$ cat src/rtl/if_fetch.sv
// rtl/if_fetch.sv - instruction fetch stage: PC, one-outstanding imem request, 2-entry fetch buffer
module if_fetch #(
   parameter logic [31:0] RESET_PC  = 32'h0000_3000,
   parameter int          BUF_DEPTH = 2
) (
   input  logic        clk,
   input  logic        reset,
   input  logic        En_IF_ID,
   input  logic        Redirect,
   input  logic [31:0] RedirectPc,
   output logic        Imem_Req,
   output logic [31:0] Imem_Addr,
   input  logic        Imem_Gnt,
   input  logic        Imem_Rvalid,
   input  logic [31:0] Imem_Rdata,
   output logic [31:0] Instr_IF,
   output logic [31:0] Pc4_IF,
   output logic        Valid_IF
);

   typedef enum logic [1:0] {
      FETCH = 2'd0,
      WAIT  = 2'd1,
      DRAIN = 2'd2
   } state_t;

   state_t      state_q, state_d;
   logic [31:0] pc_q, pc_d;
   logic [31:0] req_addr_q, req_addr_d;
   logic [31:0] instr_mem_q [BUF_DEPTH];
   logic [31:0] instr_mem_d [BUF_DEPTH];
   logic [31:0] pc4_mem_q   [BUF_DEPTH];
   logic [31:0] pc4_mem_d   [BUF_DEPTH];
   logic        wr_ptr_q, wr_ptr_d;
   logic        rd_ptr_q, rd_ptr_d;
   logic [1:0]  count_q, count_d;

   logic        buf_valid;
   logic        gnt_fire;
   logic        push;
   logic        pop;

   assign buf_valid = (count_q != 2'd0);
   // Gating with the raw reset keeps the request low for the whole reset window.
   assign Imem_Req  = reset && (state_q == FETCH) && !count_q[1];
   assign Imem_Addr = pc_q;
   assign gnt_fire  = Imem_Req && Imem_Gnt;
   assign Valid_IF  = buf_valid;
   assign Instr_IF  = buf_valid ? instr_mem_q[rd_ptr_q] : 32'h0000_0000;
   assign Pc4_IF    = buf_valid ? pc4_mem_q[rd_ptr_q]   : 32'h0000_0000;

   always_comb begin
      state_d     = state_q;
      pc_d        = pc_q;
      req_addr_d  = req_addr_q;
      instr_mem_d = instr_mem_q;
      pc4_mem_d   = pc4_mem_q;
      wr_ptr_d    = wr_ptr_q;
      rd_ptr_d    = rd_ptr_q;
      count_d     = count_q;
      push        = 1'b0;
      pop         = 1'b0;

      if (Redirect) begin
         pc_d     = RedirectPc & 32'hFFFF_FFFC;
         count_d  = 2'd0;
         wr_ptr_d = 1'b0;
         rd_ptr_d = 1'b0;
         // A response landing in the same cycle as the redirect is itself the one
         // being discarded, so there is nothing left to drain.
         case (state_q)
            FETCH:   state_d = gnt_fire ? DRAIN : FETCH;
            WAIT:    state_d = Imem_Rvalid ? FETCH : DRAIN;
            DRAIN:   state_d = Imem_Rvalid ? FETCH : DRAIN;
            default: state_d = FETCH;
         endcase
      end else begin
         case (state_q)
            FETCH: begin
               if (gnt_fire) begin
                  req_addr_d = pc_q;
                  pc_d       = pc_q + 32'd4;
                  state_d    = WAIT;
               end
            end
            WAIT: begin
               if (Imem_Rvalid) begin
                  push                  = 1'b1;
                  instr_mem_d[wr_ptr_q] = Imem_Rdata;
                  pc4_mem_d[wr_ptr_q]   = req_addr_q + 32'd4;
                  wr_ptr_d              = ~wr_ptr_q;
                  state_d               = FETCH;
               end
            end
            DRAIN: begin
               if (Imem_Rvalid) begin
                  state_d = FETCH;
               end
            end
            default: state_d = FETCH;
         endcase

         if (buf_valid && En_IF_ID) begin
            pop      = 1'b1;
            rd_ptr_d = ~rd_ptr_q;
         end
         count_d = count_q + {1'b0, push} - {1'b0, pop};
      end
   end

   always_ff @(posedge clk or negedge reset) begin
      if (!reset) begin
         state_q    <= FETCH;
         pc_q       <= RESET_PC;
         req_addr_q <= 32'h0000_0000;
         wr_ptr_q   <= 1'b0;
         rd_ptr_q   <= 1'b0;
         count_q    <= 2'd0;
         for (int i = 0; i < BUF_DEPTH; i++) begin
            instr_mem_q[i] <= 32'h0000_0000;
            pc4_mem_q[i]   <= 32'h0000_0000;
         end
      end else begin
         state_q     <= state_d;
         pc_q        <= pc_d;
         req_addr_q  <= req_addr_d;
         wr_ptr_q    <= wr_ptr_d;
         rd_ptr_q    <= rd_ptr_d;
         count_q     <= count_d;
         instr_mem_q <= instr_mem_d;
         pc4_mem_q   <= pc4_mem_d;
      end
   end

endmodule

$ cat config.mk
export PLATFORM = sky130hd
export DESIGN_NAME = if_fetch
export DESIGN_NICKNAME = d
export VERILOG_FILES = /design/src/rtl/if_fetch.sv
export SDC_FILE = /design/constraint.sdc
export NUM_CORES = 1
export LEC_CHECK = 0
export CAP_MARGIN = 10
export CORE_ASPECT_RATIO = 1.2
export CORE_MARGIN = 5
export CORE_UTILIZATION = 54
export CTS_CLUSTER_DIAMETER = 30
export DETAILED_ROUTE_END_ITERATION = 8
export DONT_BUFFER_PORTS = 1
export PLACE_DENSITY_LB_ADDON = 0.12
export RECOVER_POWER = 100
export SLEW_MARGIN = 20
export SYNTH_ARGS = -nofsm -noshare
export SYNTH_HDL_FRONTEND = slang
export SYNTH_SLANG_ARGS = --single-unit
$ cat constraint.sdc
create_clock -name clk -period 2.7 [get_ports clk]
set_input_delay 0.405 -clock clk [delete_from_list [all_inputs] [get_ports clk]]
set_output_delay 0.405 -clock clk [all_outputs]
set_load 0.005 [all_outputs]
## Word-level counts from Yosys, hierarchy flattened

Cells that the tools add are included.
Widths: inputs -> output; s select.

- Logic and storage cells: 78
- Flip-flop bits (word level): 198
- Bits of input ports: 70

- Multiplexer cells: 33
- Bitwise logic cells: 5
- $lt $le $gt $ge: 3
- Reductions and logical operators: 19
- Equal/unequal tests: 4
- Add/sub/neg operators: 4

Operator list:

| cell | number |
|---|---|
| $mux 32 | 12 |
| $bwmux 64 | 2 |
| $add 32x3->32 const B | 2 |
| $demux 32 s1 | 1 |
| $mux 2 | 6 |
| $reduce_bool 2->1 | 6 |
| $mux 1 | 10 |
| $pmux 2 s2 | 2 |
| $reduce_and 2->1 | 3 |
| $reduce_and 3->1 | 2 |
| $logic_and 1x1->1 | 5 |
| $ge 2x2->1 const B | 2 |
| $not 1->2 | 2 |
| $ne 3x1->1 const B | 1 |
| $ne 3x3->1 const B | 1 |
| $not 1->1 | 3 |
| $add 2x1->2 | 1 |
| $eq 2x1->1 const B | 1 |
| $eq 2x2->1 const B | 1 |
| $logic_not 2->1 | 1 |
| $lt 2x1->1 const B | 1 |
| $reduce_or 2->1 | 1 |
| $sub 2x1->2 | 1 |
| $logic_not 1->1 | 1 |

## Longest topological paths before layout

- Word-level depth: 7
- Mapped depth: 8
- Mapped depth without buffers: 8

## Worst setup path before layout

No wires, ideal clock.

- Kind: register to register
- From: register state_q[1]
- To: register pc_q[14], in the netlist Imem_Addr[14]
- Library setup time: 0.069 ns
- Slack: 0.562 ns
- Stages on the path, launching flop included: 8
- Arrival time: 2.069 ns
- Path buffers: 1
- Data required time: 2.631 ns
- Clock period less this slack: 2.138 ns
- Cell sequence: dfrtp_1 > inv_1 > ha_1 > nand4b_4 > or4_1 > buf_2 > or4_1 > nand3_1

- Word-level cells in the longest chain between the ends: 6
- Elaborated cells between the ends (all ways): 7

Ends and longest elaborated chain:

| element | RTL line | source |
|---|---|---|
| from (decl) | 27 | `state_t state_q, state_d;` |
| from (signal assigned) | 124 | `state_q <= state_d;` |
| $logic_not 2->1 * | 45, 78 |  |
| $logic_and 1x1->1 (2 in a row) | 45 | `assign Imem_Req = reset && (state_q == FETCH) && !count_q[1];` |
| $logic_and 1x1->1 | 47 | `assign gnt_fire = Imem_Req && Imem_Gnt;` |
| $reduce_bool 2->1 (no source line) | - |  |
| $reduce_and 2->1 (no source line) * | - |  |
| to (signal assigned) | 125 | `pc_q <= pc_d;` |
| to (decl) | 28 | `logic [31:0] pc_q, pc_d;` |

Mark *: on every way between the ends. The rest lies on a longest branch, timed or not.
A chain may end at the register's enable or synchronous reset.

## Worst setup path after layout

- From: register state_q[0]
- To: register pc_q[22], in the netlist Imem_Addr[22]

Same word-level chain as after synthesis.

==> results by group <==
Run status
  • Status: complete, but fails checks
  • Failing checks: hold timing

Drt
  • Detailed-route via count: 7031
  • WL final: 21300 um
  • Vias/cell: 5.78
  • Pre-antenna DRT Iters: 5
  • Antenna viol nets, final: 0
  • DRC Markers: 0
  • WL/cell: 17.5 um
  • DRT iter0 DRCs: 478

Global route
  • Overflow after GRT: 0
  • Global-route wire length before repair: 34500 um
  • Number of global-route vias before repair: 6652
  • Largest net degree at the start of global routing: 194
  • Number of antenna violations at the first check in global routing: 0
  • Total GRT Usage: 21.4%

STA
  • Hold Violations, Final: 188
  • Max_slew headroom: 14.1%
  • Setup ws final: 247 ps
  • Min Tclk post-route: 2450 ps
  • Final setup vio count: 0
  • Worst-Margin Slew: 1290 ps
  • Fin crit share: 90.9%
  • Clock skew: 5.58 ps
  • Count of final max-slew check failures: 0
  • Hold WS: -330 ps
  • Max Clock Freq: 408 MHz
  • Post-Route Setup TNS: 0 ps
  • RSZ-0062 raised after global routing: no

Cells and area
  • Fill cells: 1547
  • Final Cell Area: 0.0101 mm^2
  • Area of the multi-input gates: 0.00425 mm^2
  • Layout cell share with drive strength beyond 1: 7.69%
  • Antenna diodes: 0
  • Fin util: 59.5%
  • Layout area overhead: 8.19%
  • Final #Nets: 1065
  • Seq. cell area: 0.00476 mm^2

Placement
  • Pre-CTS setup slack: 268 ps
  • Post-DP Area: 0.00949 mm^2
  • Port buffer count: 0
  • Post-DP HPWL: 14000 um
  • GP Congestion: 0.828

Synthesis
  • Top post-synthesis cells by area: dfrtp_1, nand2_1, mux2i_1
  • Post-synth EDFFs: 0
  • Post-synth top area cell: dfrtp_1
  • Post-synthesis area per instance: 9.15 um^2
  • Distinct cells, synth: 42
  • Number of synthesized register bits: 190
  • Primary FF master, synth: dfrtp_1
  • Mapped cell area: 0.00930 mm^2
  • Seq/Total Area, Yosys: 51.1%
  • Post-Synthesis Cells: 1017
  • Proportion of netlist area held by the largest area contributor: 50.6%
  • Synth async-reset ratio: 100%
  • Synth warn: 0

Critical path
  • CP endpoint: Imem_Addr[22]
  • Worst Path Class, Setup: reg2reg
  • Arrival @ worst endpoint: 2800 ps
  • CP max FO: 13
  • Reg2reg path depth: 6
  • CP Capture Type: flip-flop
  • Worst r2r dst: Imem_Addr[22]
  • Req. time, crit path: 3050 ps
  • Crit Reg-Reg Startpoint: state_q[0]
  • Crit. Startpoint: state_q[0]
  • CP Launch Type: flip-flop
  • R2r setup slk: 250 ps

Clock network
  • Clock tree from TritonCTS: yes
  • CTS sink count: 190
  • Clk_lat worst skew: 420 ps
  • H-tree lvl count: 4
  • Post-CTS Resized: 0
  • CTS buffer count: 17
  • Clk buf depth: 2
  • Worst-path clk slew: 70 ps
  • Root Driver: clkbuf_16
  • Post-CTS Setup Inserts: 0

Power
  • Leak pwr: 4.35 nW
  • NetSw: 0.00339 W
  • Clock group share of total power: 27.4%
  • Max IR drop VDD: 467 uV
  • Switching share of power: 34.4%
  • Power per cell area: 978 mW/mm^2
  • Logic pwr share: 27.6%
  • Internal Power: 0.00645 W
  • Sequential share of power: 45.0%

Floorplanning
  • # rows: 52
  • Core box area: 0.0169 mm^2
  • Die width: 130 um
  • IO Pins: 168
  • Die Ht: 154 um
  • Die ar.: 0.0200 mm^2
  • Initial Utilization: 55.0%

Min path
  • Worst min path class: in2async

Run
  • Max-cap violations: 0
[synthesized netlist by cell type (4+ instances only)]
cell type  count
buf_2          6
mux2i_1       63
and4_1         6
xor2_1        13
mux2_2        25
xnor2_1       12
inv_1         13
o21ai_0       53
nand2_1      265
dfrtp_1      188
nor2_1       115
or4_1         27
nor3_1         4
clkbuf_1      53
a31oi_1       48
buf_4          4
o31ai_1       22
and3_1         7
nand4_1       20
or3_1         14
nand3_1       21
ha_1           7
[worst max-delay path, stage by stage, from the launching register on]
cell      delay (ps)
dfrtp_1          420
inv_1             70
ha_1             260
nand4b_4         170
or4_1            760
or4_1            530
a31oi_1          170
[state kept, by name, summed over array words and instances, names as in the netlist]
signal	flops
Imem_Addr	30
count_q	2
instr_mem_q	64
pc4_mem_q	60
rd_ptr_q	1
req_addr_q	30
state_q	2
wr_ptr_q	1
[metrics by stage]
| step | power (W) | std cells | hold slack (ps) |
|---|---|---|---|
| global route | 0.0105 | 1217 | -355 |
| floorplan | 0.00646 | 1020 | 109 |
| finish | 0.00984 | 1217 | -330 |
| global placement | 0.00715 | 1185 | 117 |
| CTS | 0.00996 | 1217 | -345 |
| detailed placement | 0.00724 | 1185 | 117 |
[how the worst min path moves through the flow]
| stage | endpoint | depth (start not counted) | slack (ps) |
|---|---|---|---|
| after global routing | instr_mem_q[57] | 0 | -350 |
| after detailed placement | instr_mem_q[57] | 0 | 120 |
| final | instr_mem_q[57] | 0 | -330 |
| after global placement | instr_mem_q[57] | 0 | 120 |
| after CTS | instr_mem_q[57] | 0 | -350 |
| after floorplan | Imem_Addr[10] | 0 | 110 |
[logic make-up after synthesis]
family                   share of synthesized area [%]
multiplexers                                      9.80
other                                           0.0403
flip-flops                                        51.1
AND/OR/NAND/NOR                                   23.8
AO/OA/AOI/OAI                                     8.45
buffers and inverters                             3.47
XOR/XNOR                                          2.35
adder cells (fa/ha/maj)                          0.941
[layout make-up]
type	instances	share of cell area, %
flip-flops and latches	190	47.3
multi-input cells	752	42.2
clock buffers	19	4.50
well taps	216	2.68
clock inverters	13	1.86
repair buffers	14	0.982
inverters	13	0.485
[power by group through the flow]
| stage | Combinational (W) | Clock [W] | Sequential, W |
|---|---|---|---|
| global route | 0.00306 | 0.00287 | 0.00457 |
| finish | 0.00271 | 0.00270 | 0.00443 |
| detailed placement | 0.00275 | 0 | 0.00449 |
| CTS | 0.00278 | 0.00275 | 0.00443 |
| global placement | 0.00270 | 0 | 0.00445 |
| floorplan | 0.00221 | 0 | 0.00425 |
[placed cells by master (no fill, tap or decap), types with 3 or more instances in the layout]
| cell | Yosys | layout |
|---|---|---|
| and4_1 | 6 | 6 |
| and3_1 | 7 | 7 |
| nand3_1 | 21 | 22 |
| xor2_1 | 13 | 13 |
| dfrtp_1 | 188 | 187 |
| a31oi_1 | 48 | 48 |
| bufinv_16 | 0 | 4 |
| buf_4 | 4 | 4 |
| nand2_1 | 265 | 265 |
| or3_1 | 14 | 13 |
| o211ai_1 | 3 | 3 |
| ha_1 | 7 | 7 |
| nand4_1 | 20 | 20 |
| clkinv_4 | 0 | 3 |
| nor2_1 | 115 | 113 |
| o31ai_1 | 22 | 22 |
| clkbuf_4 | 0 | 3 |
| o21ai_0 | 53 | 53 |
| mux2_2 | 25 | 25 |
| clkinvlp_4 | 0 | 3 |
| inv_1 | 13 | 13 |
| clkbuf_16 | 0 | 17 |
| or4_1 | 27 | 27 |
| a21oi_1 | 3 | 3 |
| xnor2_1 | 12 | 12 |
| mux2i_1 | 63 | 63 |
| nor3_1 | 4 | 3 |
| clkbuf_1 | 53 | 3 |
| conb_1 | 1 | 4 |
[metal layers]
layer	GRT usage (%)	up-vias	routed length, um
li1	-	3450	-
met1	29.7	3364	9650
met2	33.9	191	10100
met3	5.27	26	1330
met4	5.54	0	249
met5	0	-	0
Note: power is estimated with default switching activity, not from simulation.
